### config.mk
export PLATFORM = sky130hd
export DESIGN_NAME = tensor_loader_flat
export DESIGN_NICKNAME = d
export VERILOG_FILES = /design/src/rtl/tensor_loader_if.sv /design/src/rtl/tensor_loader.sv /design/src/flat_wrapper.sv
export SDC_FILE = /design/constraint.sdc
export NUM_CORES = 1
export LEC_CHECK = 0
export BUFFER_PORTS_ARGS = -buffer_cell sky130_fd_sc_hd__buf_4
export CAP_MARGIN = 20
export CORE_MARGIN = 3
export CORE_UTILIZATION = 45
export DETAILED_ROUTE_END_ITERATION = 12
export PLACE_DENSITY = 0.72
export SYNTH_ARGS = -nofsm -noshare
export SYNTH_HDL_FRONTEND = slang
export SYNTH_SLANG_ARGS = --single-unit
### constraint.sdc
create_clock -name clk -period 3.9 [get_ports clk]
set_input_delay 1.17 -clock clk [delete_from_list [all_inputs] [get_ports clk]]
set_output_delay 1.17 -clock clk [all_outputs]
set_load 0.01 [all_outputs]
### src/rtl/tensor_loader_if.sv
// Bus bundle between a pixel stream source / tensor consumer and tensor_loader.
// master: stream source plus consumer side (drives pixels and tensor_ack).
// slave:  tensor_loader side (drives s_ready and the element write port).
// Handshake: a beat transfers on a rising edge where s_valid && s_ready; the
// source may raise s_valid at any time, and s_ready never depends on s_valid.
// state_dbg carries the loader FSM state for observation only.
interface tensor_loader_if #(
    parameter int WIDTH = 17,
    parameter int PIX_W = 8
);
    logic [PIX_W-1:0]        s_data;
    logic                    s_valid;
    logic                    s_sof;
    logic                    s_ready;
    logic                    tensor_ack;
    logic [2:0]              row_addr;
    logic [2:0]              col_addr;
    logic [1:0]              cha_addr;
    logic signed [WIDTH-1:0] data_out;
    logic                    wr_en;
    logic                    tensor_valid;
    logic                    sync_err;
    logic [1:0]              state_dbg;

    modport master (
        output s_data, s_valid, s_sof, tensor_ack,
        input  s_ready, row_addr, col_addr, cha_addr, data_out,
               wr_en, tensor_valid, sync_err, state_dbg
    );

    modport slave (
        input  s_data, s_valid, s_sof, tensor_ack,
        output s_ready, row_addr, col_addr, cha_addr, data_out,
               wr_en, tensor_valid, sync_err, state_dbg
    );
endinterface

### src/rtl/tensor_loader.sv
// tensor_loader: converts a pixel stream into a 3x8x8 signed tensor written
// element by element (col fastest, then row, then channel), then holds the
// tensor until the consumer acknowledges it.
// Optional macro TENSOR_LOADER_CENTER_EN: centre pixels around zero
// (s_data - 2^(PIX_W-1)); otherwise pixels are zero-extended.
// WIDTH must be greater than PIX_W.
module tensor_loader #(
    parameter int WIDTH = 17,
    parameter int PIX_W = 8
) (
    input  logic clk,
    input  logic rst,
    tensor_loader_if.slave bus
);
    typedef enum logic [1:0] {
        LOAD  = 2'd0,
        DRAIN = 2'd1,
        FULL  = 2'd2
    } state_t;

    localparam int PAD = WIDTH - PIX_W;
    localparam logic [WIDTH-1:0] BIAS = WIDTH'(1) << (PIX_W - 1);

    state_t                  state_q, state_d;
    logic [2:0]              col_q, col_d;
    logic [2:0]              row_q, row_d;
    logic [1:0]              cha_q, cha_d;
    logic                    s_ready_q, s_ready_d;
    logic                    wr_en_q, wr_en_d;
    logic                    tensor_valid_q, tensor_valid_d;
    logic                    sync_err_q, sync_err_d;
    logic [2:0]              row_addr_q, row_addr_d;
    logic [2:0]              col_addr_q, col_addr_d;
    logic [1:0]              cha_addr_q, cha_addr_d;
    logic signed [WIDTH-1:0] data_q, data_d;

    logic                    accept;
    logic                    resync;
    logic                    last;
    logic [2:0]              w_col, w_row;
    logic [1:0]              w_cha;
    logic [WIDTH-1:0]        pix_ext;
    logic signed [WIDTH-1:0] conv;

    // Pixel to tensor element conversion.
    always_comb begin
        pix_ext = {{PAD{1'b0}}, bus.s_data};
`ifdef TENSOR_LOADER_CENTER_EN
        conv = $signed(pix_ext - BIAS);
`else
        conv = $signed(pix_ext);
`endif
    end

    // Next-state logic: acceptance, sof resync, element counter, FSM, outputs.
    always_comb begin
        accept = bus.s_valid && s_ready_q;
        // A start-of-frame mid-tensor restarts the tensor at element 0.
        resync = accept && bus.s_sof && ({cha_q, row_q, col_q} != 8'd0);
        last   = accept && !resync && (cha_q == 2'd2) && (row_q == 3'd7) && (col_q == 3'd7);

        w_col = resync ? 3'd0 : col_q;
        w_row = resync ? 3'd0 : row_q;
        w_cha = resync ? 2'd0 : cha_q;

        col_d = col_q;
        row_d = row_q;
        cha_d = cha_q;
        if (accept) begin
            if (last) begin
                col_d = 3'd0;
                row_d = 3'd0;
                cha_d = 2'd0;
            end else begin
                col_d = w_col + 3'd1;
                row_d = w_row;
                cha_d = w_cha;
                if (w_col == 3'd7) begin
                    row_d = w_row + 3'd1;
                    if (w_row == 3'd7) begin
                        cha_d = w_cha + 2'd1;
                    end
                end
            end
        end

        state_d = state_q;
        case (state_q)
            LOAD:    if (last) state_d = DRAIN;
            DRAIN:   state_d = FULL;
            FULL:    if (bus.tensor_ack) state_d = LOAD;
            default: state_d = LOAD;
        endcase

        s_ready_d      = (state_d == LOAD);
        tensor_valid_d = (state_d == FULL);
        sync_err_d     = sync_err_q || resync;
        wr_en_d        = accept;

        // Address/data hold their last written values between strobes.
        row_addr_d = row_addr_q;
        col_addr_d = col_addr_q;
        cha_addr_d = cha_addr_q;
        data_d     = data_q;
        if (accept) begin
            row_addr_d = w_row;
            col_addr_d = w_col;
            cha_addr_d = w_cha;
            data_d     = conv;
        end
    end

    // State register: FSM, counter and all registered outputs.
    always_ff @(posedge clk or posedge rst) begin
        if (rst) begin
            state_q        <= LOAD;
            col_q          <= 3'd0;
            row_q          <= 3'd0;
            cha_q          <= 2'd0;
            s_ready_q      <= 1'b0;
            wr_en_q        <= 1'b0;
            tensor_valid_q <= 1'b0;
            sync_err_q     <= 1'b0;
            row_addr_q     <= 3'd0;
            col_addr_q     <= 3'd0;
            cha_addr_q     <= 2'd0;
            data_q         <= '0;
        end else begin
            state_q        <= state_d;
            col_q          <= col_d;
            row_q          <= row_d;
            cha_q          <= cha_d;
            s_ready_q      <= s_ready_d;
            wr_en_q        <= wr_en_d;
            tensor_valid_q <= tensor_valid_d;
            sync_err_q     <= sync_err_d;
            row_addr_q     <= row_addr_d;
            col_addr_q     <= col_addr_d;
            cha_addr_q     <= cha_addr_d;
            data_q         <= data_d;
        end
    end

    assign bus.s_ready      = s_ready_q;
    assign bus.wr_en        = wr_en_q;
    assign bus.tensor_valid = tensor_valid_q;
    assign bus.sync_err     = sync_err_q;
    assign bus.row_addr     = row_addr_q;
    assign bus.col_addr     = col_addr_q;
    assign bus.cha_addr     = cha_addr_q;
    assign bus.data_out     = data_q;
    assign bus.state_dbg    = state_q;
endmodule
### src/flat_wrapper.sv
// flat-port wrapper written by rule: the top's interface ports become plain ports
module tensor_loader_flat 
#(
    parameter int WIDTH = 17,
    parameter int PIX_W = 8
)
  (clk, rst, bus_s_data, bus_s_valid, bus_s_sof, bus_tensor_ack, bus_s_ready, bus_row_addr, bus_col_addr, bus_cha_addr, bus_data_out, bus_wr_en, bus_tensor_valid, bus_sync_err, bus_state_dbg);
  tensor_loader_if #(.WIDTH(WIDTH), .PIX_W(PIX_W)) bus_i ();
  input  logic clk;
  input  logic rst;
  input wire logic [$bits(bus_i.s_data)-1:0] bus_s_data;
  input wire logic [$bits(bus_i.s_valid)-1:0] bus_s_valid;
  input wire logic [$bits(bus_i.s_sof)-1:0] bus_s_sof;
  input wire logic [$bits(bus_i.tensor_ack)-1:0] bus_tensor_ack;
  output wire logic [$bits(bus_i.s_ready)-1:0] bus_s_ready;
  output wire logic [$bits(bus_i.row_addr)-1:0] bus_row_addr;
  output wire logic [$bits(bus_i.col_addr)-1:0] bus_col_addr;
  output wire logic [$bits(bus_i.cha_addr)-1:0] bus_cha_addr;
  output wire logic [$bits(bus_i.data_out)-1:0] bus_data_out;
  output wire logic [$bits(bus_i.wr_en)-1:0] bus_wr_en;
  output wire logic [$bits(bus_i.tensor_valid)-1:0] bus_tensor_valid;
  output wire logic [$bits(bus_i.sync_err)-1:0] bus_sync_err;
  output wire logic [$bits(bus_i.state_dbg)-1:0] bus_state_dbg;
  assign bus_i.s_data = bus_s_data;
  assign bus_i.s_valid = bus_s_valid;
  assign bus_i.s_sof = bus_s_sof;
  assign bus_i.tensor_ack = bus_tensor_ack;
  assign bus_s_ready = bus_i.s_ready;
  assign bus_row_addr = bus_i.row_addr;
  assign bus_col_addr = bus_i.col_addr;
  assign bus_cha_addr = bus_i.cha_addr;
  assign bus_data_out = bus_i.data_out;
  assign bus_wr_en = bus_i.wr_en;
  assign bus_tensor_valid = bus_i.tensor_valid;
  assign bus_sync_err = bus_i.sync_err;
  assign bus_state_dbg = bus_i.state_dbg;
  tensor_loader #(.WIDTH(WIDTH), .PIX_W(PIX_W)) u_core (.clk(clk), .rst(rst), .bus(bus_i));
endmodule
==> results of run 1 <==
-- how the worst min path moves through the flow --
stage	startpoint	end	slack (ns)	cells after the start
CTS	u_core.bus.data_out[5]$_DFFE_PP0N_	u_core.bus.data_out[5]$_DFFE_PP0N_	0.49	2
global placement	u_core.bus.data_out[2]$_DFFE_PP0N_	u_core.bus.data_out[2]$_DFFE_PP0N_	0.46	2
detailed placement	u_core.bus.sync_err$_DFF_PP0_	u_core.bus.sync_err$_DFF_PP0_	0.46	1
floorplan	u_core.col_q[2]$_DFFE_PP0N_	u_core.col_q[2]$_DFFE_PP0N_	0.49	2
global route	u_core.bus.col_addr[2]$_DFFE_PP0N_	u_core.bus.col_addr[2]$_DFFE_PP0N_	0.51	2
finish	u_core.bus.sync_err$_DFF_PP0_	u_core.bus.sync_err$_DFF_PP0_	0.48	1
-- cell families (layout without fill, tap and decap cells) --
group                      after synthesis  count (layout)  share of synthesized area
buffers and inverters                   16              46                     0.0657
adders and majority gates                4               4                     0.0350
muxes                                    2               2                     0.0158
AOI/OAI and AO/OA                       21              21                      0.102
DFF                                     30              30                      0.525
xor gates and xnor gates                 1               1                    0.00613
other                                    1               9                    0.00262
and+or+nand+nor                         70              70                      0.248
-- power by group through the flow --
stage	Combinational (µW)	Clock, µW	Sequential [µW]
after floorplan	76.1	0	371
after global placement	122	0	369
after detailed placement	129	0	370
after CTS	131	195	363
after global routing	143	211	368
final	129	188	363
-- final cells by class --
class	count	area share
repair buffers	36	0.163
well taps	42	0.0296
inverters	2	0.00423
clock buffers	7	0.0310
flip-flops and latches	30	0.423
clock inverters	1	0.00282
multi-input cells	107	0.346
-- placed cells by master, fill, tap and decap left out, types with 3 or more instances in the layout --
| cell type | Yosys | routed |
|---|---|---|
| nand2_1 | 40 | 40 |
| buf_4 | 9 | 35 |
| dfrtp_1 | 30 | 30 |
| conb_1 | 1 | 9 |
| o21ai_0 | 8 | 8 |
| and2_1 | 6 | 6 |
| nand2b_1 | 6 | 6 |
| clkbuf_4 | 0 | 5 |
| nand3_1 | 4 | 4 |
| ha_1 | 4 | 4 |
| nor2_1 | 3 | 3 |
| o21ai_1 | 3 | 3 |
-- per-stage QoR --
stage	power [µW]	util	worst slack, ns	hold slack (ns)	cell area, µm²
after floorplan	447	-	1.22	0.492	1460
final	680	0.612	1.24	0.481	1780
after global placement	491	0.582	0.991	0.462	1690
after detailed placement	498	0.591	0.902	0.462	1720
after CTS	689	0.612	1.23	0.488	1780
after global routing	723	0.612	1.09	0.510	1780
-- metal layers --
layer / vias up / track usage / wire length, µm / share of wire
met1: 512 / 0.214 / 1310 / 0.45
met2: 38 / 0.259 / 1380 / 0.48
met3: 5 / 0.0577 / 173 / 0.060
li1: 545 / - / - / -
met4: 0 / 0.0413 / 25 / 0.0087
met5: - / 0 / 0 / 0
-- critical path, delay by kind of cell --
kind,cells,cell delay (ns)
adders and majority gates,2,0.44
and+or+nand+nor,2,0.26
buffers and inverters,2,0.32
AOI/OAI and AO/OA,3,0.72
-- registers in the layout, indices dropped and copies added (netlist names) --
name and flops:
u_core.bus.state_dbg 2, u_core.bus.wr_en 1, u_core.bus.data_out 8, u_core.bus.s_ready 1, u_core.bus.col_addr 3, u_core.bus.cha_addr 2
u_core.bus.sync_err 1, u_core.bus.row_addr 3, u_core.col_q 3, u_core.cha_q 2, u_core.row_q 3, u_core.bus.tensor_valid 1
==> metrics.yaml, run 1 <==
status:
  status: "complete, no violations"
worst_setup_path:
  worstPathCellList: "buf_4, nand2_1, inv_2, o211ai_4, and2_1, ha_1, ha_1, o31ai_1, a22o_1"
  reg2reg_depth: 8
  rr_endpoint: "u_core.cha_q[1]$_DFFE_PP0N_"
  startpoint: "bus_s_valid"
  start_kind: "input port"
  reg2reg_from: "u_core.row_q[2]$_DFFE_PP0N_"
  critPathRequiredTime_ns: 4.16
  reg2reg_setup_slack_ns: 1.31
  path_common_cell: "ha_1"
  cpPeakStageDelay_ns: 0.38
  cp_slowest_cell: "o31ai_1"
  path_max_fanout: 16
  timing.critical_path.to: "u_core.row_q[0]$_DFFE_PP0N_"
  cp-end-kind: "flip-flop"
  path_class: "input port to flip-flop"
  cp.arrival_ns: 2.92
power:
  vdd_ir_drop_max_uv: 282
  switchingPower_uw: 192
  combPwrFrac: 0.189
  cellInternalPower_uw: 488
  p_per_area_nw_per_um2: 383
  p_leak_uw: 0.000891
  swShare: 0.283
  power_frac_clock: 0.277
  p_seq_frac: 0.534
yosys:
  yosysSeqAreaShare: 0.525
  ys_seq_elements: 30
  synth.area.top_cells: "dfrtp_1 (53%), nand2_1 (11%), buf_4 (4.7%)"
  synth_area_per_cell_um2: 9.85
  yosysTopAreaCell: "dfrtp_1"
  synth_edf_count: 0
  synth.distinct_cells: 31
  async_flop_share: 1.00
  synth_top_cells_by_count: "nand2_1 (40), dfrtp_1 (30), buf_4 (9)"
  synth_ff_type: "dfrtp_1"
  synth_top_area_share: 0.525
  syn_inst: 145
  synth_area_um2: 1430
  yosysMostFrequentCell: "nand2_1"
  ys_warn_count: 0
timing:
  max_freq_ghz: 0.376
  setup_violations: 0
  timing.setup.tns_ns: 0
  final.min_clock_period_ns: 2.66
  worst_clock_skew_ns: 0.00137
  slew-limit-headroom: 0.563
  finalCritPeriodShare: 0.682
  hold_viol_final: 0
  drv_slew: 0
  tightest_slew_ns: 0.654
  rsz0062_at_grt: "false"
route:
  viasPerCell: 4.89
  post_drt_wl_per_cell_um: 12.8
  firstDrtPassIters: 4
  routed_wl_mm: 2.89
  drtIter0Drc: 39
  ant_nets: 0
  vias: 1100
  drcViolationCount: 0
placed_design:
  post-dp-hpwl_mm: 2.13
  dpl.cell_count: 217
  gp_congestion: 0.858
  portBuffers: 34
floorplanning:
  coreArea_um2: 2900
  die_y_um: 62.4
  dieWidth_um: 62.4
  ios: 44
  floorplan.initialDensity: 0.493
  rows: 19
  dieArea_um2: 3890
finish:
  nets: 199
  num-fill-cells: 280
  ff_latch_area_um2: 751
  diodes: 0
  syn_to_final_growth_pct: 24.3
  multiInputGateArea_um2: 614
  final_cells: 225
  drive_gt1_frac: 0.279
job:
  drv_cap: 0
min_path:
  hold_path_class: "flip-flop to flip-flop"
clock_network:
  ctsHoldBuffers: 0
  cts-htree-levels: 2
  clockBufferDepth: 2
  cts_tree: "built"
  cts_root_buf: "clkbuf_4"
  cts_sinks: 30
  ctsResizeCount: 0
  cts_buffers: 5
  cts.clk_slew.worst_paths_ns: 0.09
  postCtsSetupBuffers: 0
  insertion_delay_ns: 0.31
grt:
  grt-ovfl-total: 0
  grt_pass1_vias: 1120
  grt_first_pass_wirelength_mm: 5.13
  grtUsageTotal: 0.164
  grt_max_degree: 31
  antenna_found_initial: 0
No activity file was read; power rests on OpenSTA's default activity.
==> run 2: changes to the inputs <==
==> constraint.sdc (replaced) <==
create_clock -name clk -period 2.7 [get_ports clk]
set_input_delay 0.81 -clock clk [delete_from_list [all_inputs] [get_ports clk]]
set_output_delay 0.81 -clock clk [all_outputs]
set_load 0.01 [all_outputs]
==> metrics.yaml, run 2 (synthesized netlist as in run 1, its figures left out) <==
clock_network:
  cts_tree: "built"
  cts-htree-levels: 2  # unchanged
  cts_root_buf: "clkbuf_4"
  ctsHoldBuffers: 0  # unchanged
  cts_buffers: 5  # unchanged
  clockBufferDepth: 2  # unchanged
  cts.clk_slew.worst_paths_ns: 0.10  # about the same
  cts_sinks: 30  # unchanged
  insertion_delay_ns: 0.33  # +0.02 ns
route:
  vias: 1139  # +3.5%
  firstDrtPassIters: 4  # unchanged
  post_drt_wl_per_cell_um: 12.6  # -1.4%
  drtIter0Drc: 69  # +77%
  viasPerCell: 4.97  # +1.7%
  ant_nets: 0  # unchanged
  routed_wl_mm: 2.90  # +0.38%
  drcViolationCount: 0  # unchanged
grt:
  antenna_found_initial: 0  # unchanged
  grtUsageTotal: 0.164  # +0.000770
  grt_pass1_vias: 1109  # -0.98%
  grt_max_degree: 31  # unchanged
  grt-ovfl-total: 0  # unchanged
  grt_first_pass_wirelength_mm: 5.09  # -0.66%
floorplanning:
  ios: 44  # unchanged
  dieArea_um2: 3890  # unchanged
  dieWidth_um: 62.4  # unchanged
  rows: 19  # unchanged
  floorplan.initialDensity: 0.493  # unchanged
  coreArea_um2: 2900  # unchanged
  die_y_um: 62.4  # unchanged
timing:
  whs_ns: 0.482  # +0.00122 ns
  rsz0062_at_grt: "false"
  drv_slew: 0  # unchanged
  hold_viol_final: 0  # unchanged
  setup_violations: 0  # unchanged
  worst_clock_skew_ns: 0.0133  # +0.0119 ns
  final.min_clock_period_ns: 2.57
  timing.setup.tns_ns: 0  # unchanged
  finalCritPeriodShare: 0.952
  max_freq_ghz: 0.389
placed_design:
  portBuffers: 34  # unchanged
  gp_congestion: 0.897  # +4.6%
  post-dp-hpwl_mm: 2.22  # +4.1%
  dpl.cell_count: 219  # +0.92%
finish:
  largest_reg_flops: 8  # unchanged
  final_cells: 229  # +1.8%
  drive_gt1_frac: 0.305  # +0.0261
  utilization: 0.623  # +0.0104
  syn_to_final_growth_pct: 26.4
  diodes: 0  # unchanged
  nets: 203  # +2.0%
  layout_common_cells: "nand2_1 (40), buf_4 (40), dfrtp_1 (30)"
min_path:
  hold_path_class: "flip-flop to flip-flop"
power:
  p_per_area_nw_per_um2: 586  # +53%
  vdd_ir_drop_max_uv: 358  # +27%
  p_leak_uw: 0.000910  # +2.1%
worst_setup_path:
  cp_slowest_cell: "or4_4"
  cp-end-kind: "flip-flop"
  critPathRequiredTime_ns: 2.92  # -1.24 ns
  path_class: "flip-flop to flip-flop"
  cp.arrival_ns: 2.79  # -0.13 ns
  path_max_fanout: 6  # -10
  cpPeakStageDelay_ns: 0.57  # +0.19 ns
  worstPathCellList: "or4_4, o211ai_4, and2_1, ha_1, ha_2, nand3_1, and4_1, a211o_1"
  start_kind: "flip-flop"
job:
  drv_cap: 0  # unchanged
status:
  status: "complete, no violations"
[run 2: cell count changes in the layout (fill, tap and decap cells not counted), sizes merged]
cell	delta
buf	+4
clkbuf	-2
bufinv	+1
clkinv	+1
[run 2: report_power, final]
group | switching, µW | leakage (µW) | internal [µW]
clock | 152 | 0.0000450 | 192
sequential | 35.5 | 0.000383 | 489
combinational | 97.5 | 0.000482 | 92.6
[run 2: layer usage]
layer  GRT usage  wire length, µm  part of all wire  vias to the layer above
li1            -                -                 -                      552
met1       0.210             1240              0.43                      546
met2       0.261             1460              0.50                       35
met3      0.0450              161             0.056                        6
met4      0.0744               31             0.011                        0
met5           0                0                 0                        -
[run 2: area by class of cell]
class | count | area, µm²
Timing Repair Buffer | 40 | 300
Clock buffer | 5 | 37.5
Multi-Input combinational cell | 107 | 617
Clock inverter | 3 | 40.0
Fill cell | 262 | 1090
Sequential cell | 30 | 751
Tap cell | 42 | 52.6
Inverter | 2 | 7.51
[run 2: worst max-delay path: cells and delay by family (launching register included)]
kind | cells | cell delay (ns)
AO/OA/AOI/OAI | 2 | 0.50
adder cells (fa/ha/maj) | 2 | 0.41
flip-flops | 1 | 0.44
AND/OR/NAND/NOR | 4 | 1.10
[run 2: through the flow]
stage	power (µW)	setup slack (ns)	instance area, µm²
after floorplan	645	0.342	1460
after global placement	714	0.237	1710
after detailed placement	722	0.0774	1710
after CTS	1070	0.0395	1790
after global routing	1120	0.00722	1810
final	1060	0.130	1810
[run 2: worst paths after layout]
| check | startpoint | endpoint | slack, ns | depth (start not counted) |
|---|---|---|---|---|
| hold / removal | u_core.bus.sync_err$_DFF_PP0_ | u_core.bus.sync_err$_DFF_PP0_ | 0.48 | 1 |
| setup / recovery | u_core.col_q[0]$_DFFE_PP0N_ | u_core.cha_q[1]$_DFFE_PP0N_ | 0.13 | 8 |
| hold reg to reg | u_core.bus.sync_err$_DFF_PP0_ | u_core.bus.sync_err$_DFF_PP0_ | 0.48 | 1 |
| max in group asynchronous | rst | u_core.row_q[0]$_DFFE_PP0N_ | 1.88 | 3 |
| min in group asynchronous | rst | u_core.bus.data_out[2]$_DFFE_PP0N_ | 0.54 | 3 |
| setup reg to reg | u_core.col_q[0]$_DFFE_PP0N_ | u_core.cha_q[1]$_DFFE_PP0N_ | 0.13 | 8 |
[run 2: timing repair]
action / in CTS / in global routing
setup buffers: 0 / 2
endpoints found under the setup margin: 0 / 1
resized for setup: 0 / 1
==> run 3: changes to the inputs <==
--- a/config.mk
+++ b/config.mk
@@ -7,10 +7,12 @@
 export LEC_CHECK = 0
 export BUFFER_PORTS_ARGS = -buffer_cell sky130_fd_sc_hd__buf_4
 export CAP_MARGIN = 20
+export CELL_PAD_IN_SITES_DETAIL_PLACEMENT = 0
+export CELL_PAD_IN_SITES_GLOBAL_PLACEMENT = 1
 export CORE_MARGIN = 3
-export CORE_UTILIZATION = 45
+export CORE_UTILIZATION = 37
 export DETAILED_ROUTE_END_ITERATION = 12
-export PLACE_DENSITY = 0.72
+export PLACE_DENSITY_LB_ADDON = 0.1
 export SYNTH_ARGS = -nofsm -noshare
 export SYNTH_HDL_FRONTEND = slang
 export SYNTH_SLANG_ARGS = --single-unit
==> metrics.yaml, run 3 (synthesized netlist as in run 1, its figures left out) <==
status:
  status: "complete, no violations"
finish:
  syn_to_final_growth_pct: 28.0
  drive_gt1_frac: 0.298  # -0.00694
  nets: 204  # +0.49%
  final_common_cell: "buf_4"
  largest_reg_flops: 8  # unchanged
  layout_common_cells: "buf_4 (41), nand2_1 (40), dfrtp_1 (30)"
  diodes: 0  # unchanged
timing:
  hold_viol_final: 0  # unchanged
  finalWorstSetupSlack_ns: 0.165  # +0.0342 ns
  max_freq_ghz: 0.394  # +1.3%
  timing.setup.tns_ns: 0  # unchanged
  finalCritPeriodShare: 0.939  # -0.0127
  worst_clock_skew_ns: 0.00370  # -0.00958 ns
  rsz0062_at_grt: "false"
  setup_violations: 0  # unchanged
  final.min_clock_period_ns: 2.54  # -0.0342 ns
  drv_slew: 0  # unchanged
route:
  vias: 1090  # -4.3%
  post_drt_wl_per_cell_um: 12.6  # -0.38%
  drtIter0Drc: 60  # -13%
  routed_wl_mm: 2.95  # +1.8%
  viasPerCell: 4.66  # -6.3%
  drcViolationCount: 0  # unchanged
  ant_nets: 0  # unchanged
  firstDrtPassIters: 4  # unchanged
clock_network:
  clockBufferDepth: 2  # unchanged
  cts_root_buf: "clkbuf_8"
  cts_tree: "built"
  cts_buffers: 5  # unchanged
  ctsHoldBuffers: 0  # unchanged
  cts.clk_slew.worst_paths_ns: 0.06  # -0.04 ns
  cts_sinks: 30  # unchanged
  insertion_delay_ns: 0.28  # -0.05 ns
  postCtsSetupBuffers: 0  # unchanged
  ctsResizeCount: 0  # unchanged
  cts-htree-levels: 2  # unchanged
worst_setup_path:
  critPathRequiredTime_ns: 2.86  # -0.06 ns
  path_class: "flip-flop to flip-flop"
  cp.arrival_ns: 2.70  # -0.09 ns
  start_kind: "flip-flop"
  cp-end-kind: "flip-flop"
  path_max_fanout: 9  # +3
  reg2reg_depth: 8  # unchanged
placed_design:
  post-dp-hpwl_mm: 2.18  # -1.9%
  gp_congestion: 0.845  # -5.8%
  post-place-ws_ns: 0.168  # +0.0906 ns
  portBuffers: 34  # unchanged
grt:
  use_met1: 0.182  # -0.0279
  grt_max_degree: 31  # unchanged
  use_met2: 0.211  # -0.0502
  antenna_found_initial: 0  # unchanged
  grt_busiest_layer: "met2"
  grt_pass1_vias: 1008  # -9.1%
  grt_first_pass_wirelength_mm: 4.78  # -6.1%
  grtUsageTotal: 0.143  # -0.0216
  grt-ovfl-total: 0  # unchanged
  grtUsageMet3: 0.0624  # +0.0174
power:
  vdd_ir_drop_max_uv: 271  # -24%
  p_leak_uw: 0.000922  # +1.3%
  p_per_area_nw_per_um2: 588  # +0.27%
min_path:
  holdPathStages: 2  # +1
  hold_path_class: "flip-flop to flip-flop"
floorplanning:
  ios: 44  # unchanged
  die_y_um: 68.1  # +9.3%
  dieWidth_um: 68.1  # +9.3%
  dieArea_um2: 4640  # +19%
  coreArea_um2: 3520  # +21%
  floorplan.initialDensity: 0.406  # -0.0868
  rows: 21  # +2
job:
  drv_cap: 0  # unchanged
==> run 3: cell count changes in the layout (fill, tap and decap cells not counted), sizes merged <==
| cell | previous run | this run |
|---|---|---|
| buf | 40 | 41 |
| bufinv | 1 | 0 |
| clkinv | 2 | 1 |
| clkbuf | 5 | 7 |
==> run 3: report_power, final <==
group | switching, µW | total [µW] | internal (µW) | leakage [µW]
Sequential | 30.1 | 520 | 490 | 0.000383
Combinational | 101 | 195 | 93.9 | 0.000491
Clock | 155 | 360 | 205 | 0.0000482
Total | 286 | 1080 | 789 | 0.000922
==> run 3: per-stage QoR <==
stage / hold WS [ns] / cell area, µm² / power [µW] / cells / util
3_3_place_gp: 0.458 / 1740 / 725 / 226 / 0.494
4_1_cts: 0.481 / 1830 / 1100 / 234 / 0.520
5_1_grt: 0.494 / 1830 / 1150 / 234 / 0.520
6_report: 0.476 / 1830 / 1080 / 234 / 0.520
3_5_place_dp: 0.464 / 1740 / 726 / 226 / 0.494
2_1_floorplan: 0.492 / 1460 / 645 / 153 / -
==> run 3: cell type report <==
| class | instances | area, µm² |
|---|---|---|
| clock buffers | 7 | 86.3 |
| clock inverters | 1 | 5.00 |
| fillers | 350 | 1690 |
| inverters | 2 | 7.51 |
| multi-input cells | 107 | 614 |
| flip-flops and latches | 30 | 751 |
| well taps | 46 | 57.6 |
| repair buffers | 41 | 308 |
==> run 3: path summary, 6_finish.rpt <==
path	startpoint	endpoint	slack, ns
max	u_core.row_q[2]$_DFFE_PP0N_	u_core.cha_q[1]$_DFFE_PP0N_	0.16
min	u_core.bus.data_out[4]$_DFFE_PP0N_	u_core.bus.data_out[4]$_DFFE_PP0N_	0.48
max reg2reg	u_core.row_q[2]$_DFFE_PP0N_	u_core.cha_q[1]$_DFFE_PP0N_	0.16
min reg2reg	u_core.bus.data_out[4]$_DFFE_PP0N_	u_core.bus.data_out[4]$_DFFE_PP0N_	0.48
max in group asynchronous	rst	u_core.cha_q[0]$_DFFE_PP0N_	1.81
min in group asynchronous	rst	u_core.bus.cha_addr[0]$_DFFE_PP0N_	0.61
==> run 3: routing by layer <==
layer,up-vias,wire length (µm)
met3,8,237
met5,-,0
met2,34,1320
met1,495,1330
met4,0,53
li1,553,-
==> run 3: critical path, stage by stage, from the launching register on <==
cell and delay, ns:
dfrtp_1 0.41, or4_4 0.55, o211ai_4 0.27, and2_1 0.17
ha_1 0.16, ha_1 0.24, nand3_1 0.14, and4_1 0.23
a211o_1 0.25
